### config.mk
export PLATFORM = sky130hd
export DESIGN_NAME = sr_drive_ctrl
export DESIGN_NICKNAME = d
export VERILOG_FILES = /design/src/rtl/sr_drv_pkg.sv /design/src/rtl/sr_debounce.sv /design/src/rtl/sr_drive_ctrl.sv
export SDC_FILE = /design/constraint.sdc
export NUM_CORES = 1
export LEC_CHECK = 0
export BUFFER_PORTS_ARGS = -buffer_cell sky130_fd_sc_hd__buf_2
export CORE_ASPECT_RATIO = 1.25
export CORE_MARGIN = 1.5
export CORE_UTILIZATION = 53
export DETAILED_ROUTE_END_ITERATION = 16
export GPL_ROUTABILITY_DRIVEN = 1
export PLACE_DENSITY = 0.86
export SYNTH_ARGS = -nofsm -noshare
export SYNTH_HDL_FRONTEND = slang
export SYNTH_HIERARCHICAL = 1
export SYNTH_SLANG_ARGS = --single-unit
### constraint.sdc
create_clock -name clk -period 1.51 [get_ports clk]
set_clock_uncertainty 0.15 [all_clocks]
set_input_delay 0 -clock clk [delete_from_list [all_inputs] [get_ports clk]]
set_output_delay 0 -clock clk [all_outputs]
set_load 0.005 [all_outputs]
### src/rtl/sr_drv_pkg.sv
// Shared types and helpers for the SR latch drive controller.
//   state_t  : command FSM states
//   cmd_t    : which latch input a command drives (s for set, r for clear)
//   cnt_width: register width needed to count 0 .. n-1
package sr_drv_pkg;

  typedef enum logic [1:0] {
    IDLE  = 2'd0,
    PULSE = 2'd1,
    GAP   = 2'd2,
    CHECK = 2'd3
  } state_t;

  typedef enum logic {
    CMD_CLR = 1'b0,
    CMD_SET = 1'b1
  } cmd_t;

  // Bits needed to hold the values 0 .. n-1, never less than one bit.
  function automatic int cnt_width(input int n);
    return (n <= 2) ? 1 : $clog2(n);
  endfunction

endpackage

### src/rtl/sr_debounce.sv
// Conditions one raw asynchronous request line.
// A two-flop synchronizer feeds a stability counter; the debounced level only
// follows the synchronized input after it has differed from the level for
// DEB_CYCLES consecutive cycles, so shorter glitches are swallowed.
// Ports:
//   clk     : system clock, rising edge
//   rst     : synchronous reset, active-low
//   i_raw   : raw asynchronous request
//   o_rise  : one-cycle pulse in the cycle after the debounced level rises
module sr_debounce
  import sr_drv_pkg::*;
#(
  parameter int DEB_CYCLES = 4
) (
  input  logic clk,
  input  logic rst,
  input  logic i_raw,
  output logic o_rise
);

  localparam int CW = cnt_width(DEB_CYCLES);
  localparam logic [CW-1:0] CNT_LAST = CW'(DEB_CYCLES - 1);

  logic          r_sync1;
  logic          r_sync2;
  logic          r_level;
  logic          r_level_d;
  logic [CW-1:0] r_cnt;

  always_ff @(posedge clk) begin
    if (!rst) begin
      r_sync1   <= 1'b0;
      r_sync2   <= 1'b0;
      r_level   <= 1'b0;
      r_level_d <= 1'b0;
      r_cnt     <= '0;
    end else begin
      r_sync1   <= i_raw;
      r_sync2   <= r_sync1;
      r_level_d <= r_level;
      if (r_sync2 != r_level) begin
        // The level flips on the edge where the count would reach DEB_CYCLES.
        if (r_cnt == CNT_LAST) begin
          r_level <= r_sync2;
          r_cnt   <= '0;
        end else begin
          r_cnt <= r_cnt + 1'b1;
        end
      end else begin
        r_cnt <= '0;
      end
    end
  end

  assign o_rise = r_level & ~r_level_d;

endmodule

### src/rtl/sr_drive_ctrl.sv
// Command front-end for the gated SR latch.
// Debounces raw set/clear requests, turns each accepted request into a
// fixed-width s or r pulse followed by a quiet gap, then checks the latch q
// feedback against the tracked expected state. s and r are never high together.
// Ports:
//   clk     : system clock, rising edge
//   rst     : synchronous reset, active-low (shared with the latch)
//   set_raw : raw asynchronous set request
//   clr_raw : raw asynchronous clear request
//   q_fb    : latch q output, fed back
//   err_clr : single-cycle pulse that clears err
//   s, r    : latch set / reset drive (registered)
//   busy    : FSM is not in IDLE (registered)
//   q_exp   : expected latch state (registered)
//   err     : sticky feedback-mismatch flag (registered)
module sr_drive_ctrl
  import sr_drv_pkg::*;
#(
  parameter int DEB_CYCLES   = 4,
  parameter int PULSE_CYCLES = 2,
  parameter int GAP_CYCLES   = 1
) (
  input  logic clk,
  input  logic rst,
  input  logic set_raw,
  input  logic clr_raw,
  input  logic q_fb,
  input  logic err_clr,
  output logic s,
  output logic r,
  output logic busy,
  output logic q_exp,
  output logic err
);

  localparam int CNT_MAX = (PULSE_CYCLES > GAP_CYCLES) ? PULSE_CYCLES : GAP_CYCLES;
  localparam int CW      = cnt_width(CNT_MAX);
  localparam logic [CW-1:0] PULSE_LAST = CW'(PULSE_CYCLES - 1);
  localparam logic [CW-1:0] GAP_LAST   = CW'(GAP_CYCLES - 1);

  logic w_set_rise;
  logic w_clr_rise;

  sr_debounce #(.DEB_CYCLES(DEB_CYCLES)) u_deb_set (
    .clk    (clk),
    .rst    (rst),
    .i_raw  (set_raw),
    .o_rise (w_set_rise)
  );

  sr_debounce #(.DEB_CYCLES(DEB_CYCLES)) u_deb_clr (
    .clk    (clk),
    .rst    (rst),
    .i_raw  (clr_raw),
    .o_rise (w_clr_rise)
  );

  state_t        r_state;
  logic [CW-1:0] r_cnt;
  cmd_t          r_cmd;
  logic          r_pend_set;
  logic          r_pend_clr;
  logic          r_s;
  logic          r_r;
  logic          r_busy;
  logic          r_q_exp;
  logic          r_err;

  state_t        w_state_nxt;
  logic [CW-1:0] w_cnt_nxt;
  cmd_t          w_cmd_nxt;
  logic          w_s_nxt;
  logic          w_r_nxt;
  logic          w_q_exp_nxt;
  logic          w_err_nxt;
  logic          w_take_set;
  logic          w_take_clr;

  always_comb begin
    w_state_nxt = r_state;
    w_cnt_nxt   = r_cnt;
    w_cmd_nxt   = r_cmd;
    w_s_nxt     = 1'b0;
    w_r_nxt     = 1'b0;
    w_q_exp_nxt = r_q_exp;
    w_err_nxt   = r_err & ~err_clr;
    w_take_set  = 1'b0;
    w_take_clr  = 1'b0;

    case (r_state)
      IDLE: begin
        w_cnt_nxt = '0;
        // Clear has priority; a request that would not change the latch is
        // consumed without a pulse. A losing set stays pending.
        if (r_pend_clr) begin
          w_take_clr = 1'b1;
          if (r_q_exp) begin
            w_state_nxt = PULSE;
            w_cmd_nxt   = CMD_CLR;
            w_r_nxt     = 1'b1;
          end
        end else if (r_pend_set) begin
          w_take_set = 1'b1;
          if (!r_q_exp) begin
            w_state_nxt = PULSE;
            w_cmd_nxt   = CMD_SET;
            w_s_nxt     = 1'b1;
          end
        end
      end
      PULSE: begin
        if (r_cnt == PULSE_LAST) begin
          w_state_nxt = GAP;
          w_cnt_nxt   = '0;
          w_q_exp_nxt = (r_cmd == CMD_SET);
        end else begin
          w_cnt_nxt = r_cnt + 1'b1;
          w_s_nxt   = (r_cmd == CMD_SET);
          w_r_nxt   = (r_cmd == CMD_CLR);
        end
      end
      GAP: begin
        if (r_cnt == GAP_LAST) begin
          w_state_nxt = CHECK;
          w_cnt_nxt   = '0;
        end else begin
          w_cnt_nxt = r_cnt + 1'b1;
        end
      end
      CHECK: begin
        w_state_nxt = IDLE;
        // A mismatch overrides a coincident err_clr.
        if (q_fb != r_q_exp) begin
          w_err_nxt = 1'b1;
        end
      end
      default: begin
        w_state_nxt = IDLE;
      end
    endcase
  end

  // ---- state and registered outputs ----
  always_ff @(posedge clk) begin
    if (!rst) begin
      r_state    <= IDLE;
      r_cnt      <= '0;
      r_cmd      <= CMD_CLR;
      r_pend_set <= 1'b0;
      r_pend_clr <= 1'b0;
      r_s        <= 1'b0;
      r_r        <= 1'b0;
      r_busy     <= 1'b0;
      r_q_exp    <= 1'b0;
      r_err      <= 1'b0;
    end else begin
      r_state    <= w_state_nxt;
      r_cnt      <= w_cnt_nxt;
      r_cmd      <= w_cmd_nxt;
      // A fresh rise on the consuming edge re-arms the flag.
      r_pend_set <= (r_pend_set & ~w_take_set) | w_set_rise;
      r_pend_clr <= (r_pend_clr & ~w_take_clr) | w_clr_rise;
      r_s        <= w_s_nxt;
      r_r        <= w_r_nxt;
      r_busy     <= (w_state_nxt != IDLE);
      r_q_exp    <= w_q_exp_nxt;
      r_err      <= w_err_nxt;
    end
  end

  assign s     = r_s;
  assign r     = r_r;
  assign busy  = r_busy;
  assign q_exp = r_q_exp;
  assign err   = r_err;

endmodule
==> results of run 1 <==
-- routing by layer --
layer,global-route usage (%),share of wire (%),up-vias
li1,-,-,313
met3,2.75,3.3,5
met1,18.0,42,307
met5,0,0,-
met4,12.1,3.3,0
met2,30.3,51,15
-- cells in the mapped netlist, drive strengths merged, types with 2 or more instances --
master  number  area share [%]
a21oi        3             1.7
a21boi       2             1.7
nand2        5             2.1
xnor2        4             4.0
o21a         2             1.7
and2         7             5.0
nor4b        2             2.0
dfxtp       23              52
mux2i        4             4.5
and4bb       2             2.8
buf          2             1.4
nor2b        6             4.3
ha           2             2.8
nand2b       2             1.4
nor3b        2             2.3
-- layout make-up --
type                            count  area [µm²]  area share [%]
Multi-Input combinational cell     54         400            38.7
Sequential cell                    23         460            44.6
Tap cell                           18        22.5            2.18
Inverter                            1        3.75           0.363
Clock buffer                        4        26.3            2.54
Timing Repair Buffer               17         120            11.6
-- metrics by stage --
stage               utilization [%]  total power [mW]
floorplan                         -             0.644
CTS                            66.2             0.940
global placement               60.0             0.655
global route                   66.2             0.973
detailed placement             60.0             0.656
finish                         66.2             0.934
-- placed cells by master (no fill, tap or decap), types with 2 or more instances in the layout --
master,Yosys,final
buf_2,1,10
xnor2_1,4,4
and2_1,7,7
nand2b_1,2,2
dfxtp_1,23,23
a21oi_1,3,3
mux2i_1,4,4
a21boi_0,2,2
nor4b_1,2,2
ha_1,2,2
nand2_1,5,5
and4bb_2,2,2
dlygate4sd3_1,0,7
clkbuf_4,0,3
o21a_1,2,2
nor2b_1,6,6
-- power by group --
group	internal [mW]	leakage, nW	switching (mW)
registers	0.613	0.186	0.00302
logic	0.0255	0.220	0.0138
clock network	0.103	0.0150	0.176
-- cells by family (layout without fill, tap and decap cells) --
kind of cell	after synthesis	after routing	share of synthesized area (%)
AOI/OAI and AO/OA	12	12	9.23
and+or+nand+nor	32	32	24.9
adders and majority gates	2	2	2.84
muxes	4	4	4.55
buffers and inverters	4	22	2.27
DFF	23	23	52.3
xor gates and xnor gates	4	4	3.98
-- critical path, stage by stage --
cell,delay [ns]
dlygate4sd3_1,0.52
buf_2,0.30
and2_1,0.17
dlygate4sd3_1,0.53
-- worst paths after layout --
check / depth (start not counted) / end / slack, ns / from
worst max register to register: 3 / r$_SDFF_PN0_ / 0.18 / r_state[0]$_SDFF_PN0_
worst max-delay path: 4 / u_deb_set/r_sync1$_SDFF_PN0_ / 0.1 / rst
worst min register to register: 1 / u_deb_set/r_sync2$_SDFF_PN0_ / 0.30 / u_deb_set/r_sync1$_SDFF_PN0_
worst min-delay path: 1 / u_deb_set/r_sync2$_SDFF_PN0_ / 0.30 / u_deb_set/r_sync1$_SDFF_PN0_
==> results.py, run 1 <==
metrics = {
    "outcome": {
        "status": "completed",
    },
    "route": {
        "drtAntennaViolNets": 0,
        "drc": 0,
        "routed_wl_um": 1350,
        "dr.pass1.iters": 4,
        "viasPerCell": 5.47,
        "drt_first_iter_violations": 4,
        "routedWlPerCell_um": 11.5,
        "vias": 640,
    },
    "sta": {
        "fin_crit_sh_pct": 93.5,
        "setup-tns-final_ns": 0,
        "relSlewSlack_pct": 79.1,
        "fmax_mhz": 708,
        "period_minus_slack_ns": 1.41,
        "rsz0062_at_grt": "false",
        "worst_slack_ns": 0.0979,
        "finalSetupViolations": 0,
        "maxSlewViolCount": 0,
        "worst_slew_pin_slew_ns": 0.314,
        "hold_viol": 0,
        "timing.hold.ws_ns": 0.297,
    },
    "placed_design": {
        "hpwl_um": 926,
        "place_area_um2": 937,
        "io_buffers": 10,
        "gp_congestion": 0.740,
        "placed_cells": 106,
        "dp_slack_ns": 0.210,
    },
    "cells_and_area": {
        "layout-drive-gt1-share_pct": 17.2,
        "top_regs": "r_state: 2 flops, u_deb_clr/r_cnt: 2 flops, u_deb_set/r_cnt: 2 flops",
        "nFillCells": 127,
        "fin_nets": 108,
        "area_delta_synth_final_pct": 17.3,
        "final_cell_count_no_fill": 117,
        "n_antenna_cell": 0,
        "final_cell_area_um2": 1030,
    },
    "power": {
        "power.density_nw_per_um2": 904,
        "leakage_nw": 0.421,
        "ir_drop_mv": 0.546,
    },
    "clock_tree": {
        "post-cts-setup-buffers": 0,
        "root_buffer": "clkbuf_4",
        "cts_sinks": 23,
        "cts_max_path_buffers": 2,
        "cts_tree": "built",
        "path_clk_slew_ns": 0.12,
        "hold_buffers": 7,
        "cts_inserted_buffers": 3,
        "post_cts_resize_count": 0,
        "clock_latency_ns": 0.31,
        "h-tree-depth": 1,
    },
    "setup_path": {
        "worstPathMaxFanout": 24,
        "startpoint_type": "primary input",
        "worst_ep_required_time_ns": 1.62,
        "crit_path_end_kind": "register",
        "cp_data_arrival_time_ns": 1.53,
        "crit_type": "in -> reg",
    },
    "logic_synthesis": {
        "ys.flop_type": "dfxtp_1",
        "ys_async_sr_fraction_pct": 0,
        "synth_nets": 89,
        "syn_area_um2": 881,
        "syn_avg_cell_area_um2": 10.9,
        "synth_edf_count": 0,
        "yosysWarnings": 6,
        "synth-seq-area-share_pct": 52.3,
        "syn_inst": 81,
        "synth.distinct_cells": 30,
        "synth-seq-cells": 23,
    },
    "floorplanning": {
        "fp-row-count": 16,
        "io-pin-count": 11,
        "start_util_pct": 56.4,
        "fp.dieArea_um2": 1920,
        "die_w_um": 39.5,
        "die_y_um": 48.6,
        "coreArea_um2": 1560,
    },
    "grt": {
        "grt_max_degree": 25,
        "antenna_found_initial": 0,
        "grt_pass1_vias": 605,
        "gr-total-overflow": 0,
        "grt_use_total_pct": 17.7,
        "grt_pass1_wl_um": 2360,
    },
    "min_path": {
        "hp-class": "reg -> reg",
    },
    "job": {
        "maxCapViolations": 0,
    },
}
No activity file was read; power rests on OpenSTA's default activity.
==> run 2, diff against run 1 <==
--- a/config.mk
+++ b/config.mk
@@ -7,7 +7,6 @@
 export LEC_CHECK = 0
 export BUFFER_PORTS_ARGS = -buffer_cell sky130_fd_sc_hd__buf_2
 export CORE_ASPECT_RATIO = 1.25
-export CORE_MARGIN = 1.5
 export CORE_UTILIZATION = 53
 export DETAILED_ROUTE_END_ITERATION = 16
 export GPL_ROUTABILITY_DRIVEN = 1
==> run 2 against run 1 <==
Against the previous run:
- die area fell by 4.5%
- flip-flop and latch count is the same
- count of clock-buffer cells in the layout did not move
- global-route usage decreased by 1.1 points
- final area is the same
- routed wire length is 4.4% lower
- final cell count did not move
- sequential share of layout area unchanged
- sequential power hardly changed
- fmax fell by 1.5%
- critical path depth is the same
- combinational power grew 1%
==> results.py, run 2 (synthesized netlist as in run 1, its figures left out) <==
metrics = {
    "outcome": {
        "status": "completed",
    },
    "sta": {
        "setup-tns-final_ns": 0,
        "fmax_mhz": 698,
        "period_minus_slack_ns": 1.43,
        "maxSlewViolCount": 0,
        "worst_slew_pin_slew_ns": 0.329,
        "fin_crit_sh_pct": 94.9,
        "rsz0062_at_grt": "false",
        "finalSetupViolations": 0,
        "hold_viol": 0,
        "worst_slack_ns": 0.0768,
        "relSlewSlack_pct": 78.1,
    },
    "setup_path": {
        "worstPathMaxFanout": 24,
        "ff2ff_path_depth": 3,
        "crit_type": "in -> reg",
        "worstReg2RegStart": "r_state[0]$_SDFF_PN0_",
        "reg2reg_slack_ns": 0.19,
        "cp_data_arrival_time_ns": 1.54,
        "crit_path_end_kind": "register",
        "r2r-end": "r$_SDFF_PN0_",
        "worst_ep_required_time_ns": 1.61,
        "startpoint_type": "primary input",
        "startpoint": "rst",
        "crit_path_end": "u_deb_set/r_sync1$_SDFF_PN0_",
    },
    "route": {
        "drtAntennaViolNets": 0,
        "dr.pass1.iters": 4,
        "routedWlPerCell_um": 11.0,
        "routed_wl_um": 1290,
        "drt_first_iter_violations": 2,
        "met3_length_um": 31,
        "vias": 610,
        "viasPerCell": 5.21,
        "top_layer": "met4",
        "dr_wl_met2_um": 661,
        "wl_met1_um": 586,
        "drc": 0,
    },
    "cells_and_area": {
        "fin_nets": 108,
        "nFillCells": 137,
        "final_cell_area_um2": 1030,
        "top_regs": "r_state: 2 flops, u_deb_clr/r_cnt: 2 flops, u_deb_set/r_cnt: 2 flops",
        "final_common_cell": "dfxtp_1",
        "area_delta_synth_final_pct": 17.3,
        "n_antenna_cell": 0,
        "layout-drive-gt1-share_pct": 17.2,
        "mostFrequentLayoutCells": "dfxtp_1, buf_2, and2_1, dlygate4sd3_1, nor2b_1",
    },
    "floorplanning": {
        "die_y_um": 47.6,
        "io-pin-count": 11,
        "die_w_um": 38.5,
        "start_util_pct": 56.4,
        "coreArea_um2": 1560,
        "fp.dieArea_um2": 1830,
        "fp-row-count": 16,
    },
    "power": {
        "power.density_nw_per_um2": 900,
        "ir_drop_mv": 0.529,
        "finalPower_uw": 930,
        "leakage_nw": 0.421,
    },
    "clock_tree": {
        "post-cts-setup-buffers": 0,
        "h-tree-depth": 1,
        "cts_sinks": 23,
        "clock_latency_ns": 0.30,
        "path_clk_slew_ns": 0.12,
        "cts_inserted_buffers": 3,
        "root_buffer": "clkbuf_4",
        "cts_max_path_buffers": 2,
        "cts_tree": "built",
    },
    "placed_design": {
        "place_area_um2": 937,
        "io_buffers": 10,
        "hpwl_um": 839,
        "dp_slack_ns": 0.217,
        "gp_congestion": 0.723,
    },
    "min_path": {
        "hp-class": "reg -> reg",
    },
    "grt": {
        "grt_pass1_vias": 551,
        "antenna_found_initial": 0,
        "grt_max_degree": 25,
        "gr-total-overflow": 0,
        "grt_use_total_pct": 16.6,
        "grt_pass1_wl_um": 2080,
    },
    "job": {
        "maxCapViolations": 0,
    },
}
[run 2: cell counts in the layout (fill, tap and decap cells not counted)]
Identical to the previous run, type by type.
[run 2: how the worst min path moves through the flow]
| stage | cells past startpoint | slack (ns) | startpoint | to |
|---|---|---|---|---|
| finish | 1 | 0.29 | u_deb_set/r_cnt[0]$_SDFF_PP0_ | u_deb_set/r_cnt[0]$_SDFF_PP0_ |
| global route | 1 | 0.32 | u_deb_set/r_cnt[0]$_SDFF_PP0_ | u_deb_set/r_cnt[0]$_SDFF_PP0_ |
| CTS | 1 | 0.30 | u_deb_clr/r_cnt[0]$_SDFF_PP0_ | u_deb_clr/r_cnt[0]$_SDFF_PP0_ |
| detailed placement | 2 | 0.06 | set_raw | u_deb_set/r_sync1$_SDFF_PN0_ |
| global placement | 2 | 0.06 | set_raw | u_deb_set/r_sync1$_SDFF_PN0_ |
| floorplan | 1 | -0.03 | rst | u_deb_clr/r_sync1$_SDFF_PN0_ |
[run 2: routing by layer]
layer  up-vias  GRT usage, %
li1        313             -
met1       286          18.0
met2         9          29.8
met3         2          2.79
met4         0          10.3
met5         -             0
[run 2: what timing repair did]
| item | 4_1_cts | 5_1_grt |
|---|---|---|
| endpoints found under the setup margin | 0 | 0 |
| hold buffers | 7 | 0 |
| resized for setup | 0 | 0 |
| hold endpoints to repair | 21 | 0 |
[run 2: worst max-delay path, cell delays in order]
cell and delay (ns):
dlygate4sd3_1 0.52, buf_2 0.31, and2_1 0.18, dlygate4sd3_1 0.53
[run 2: cell type report]
type | count | area [µm²] | share of cell area [%]
Inverter | 1 | 3.75 | 0.363
Clock buffer | 4 | 26.3 | 2.54
Tap cell | 18 | 22.5 | 2.18
Multi-Input combinational cell | 54 | 400 | 38.7
Timing Repair Buffer | 17 | 120 | 11.6
Sequential cell | 23 | 460 | 44.6
[run 2: stage by stage]
stage          instances  utilization (%)  hold slack (ns)
6_report             117             66.2            0.294
4_1_cts              117             66.2            0.296
2_1_floorplan         81                -          -0.0283
3_3_place_gp         106             60.0           0.0586
5_1_grt              117             66.2            0.318
3_5_place_dp         106             60.0           0.0619
[run 2: power by group]
group	switching, mW	leakage, nW	internal [mW]
sequential	0.00272	0.186	0.613
clock	0.171	0.0150	0.103
combinational	0.0143	0.220	0.0256
total	0.188	0.421	0.742
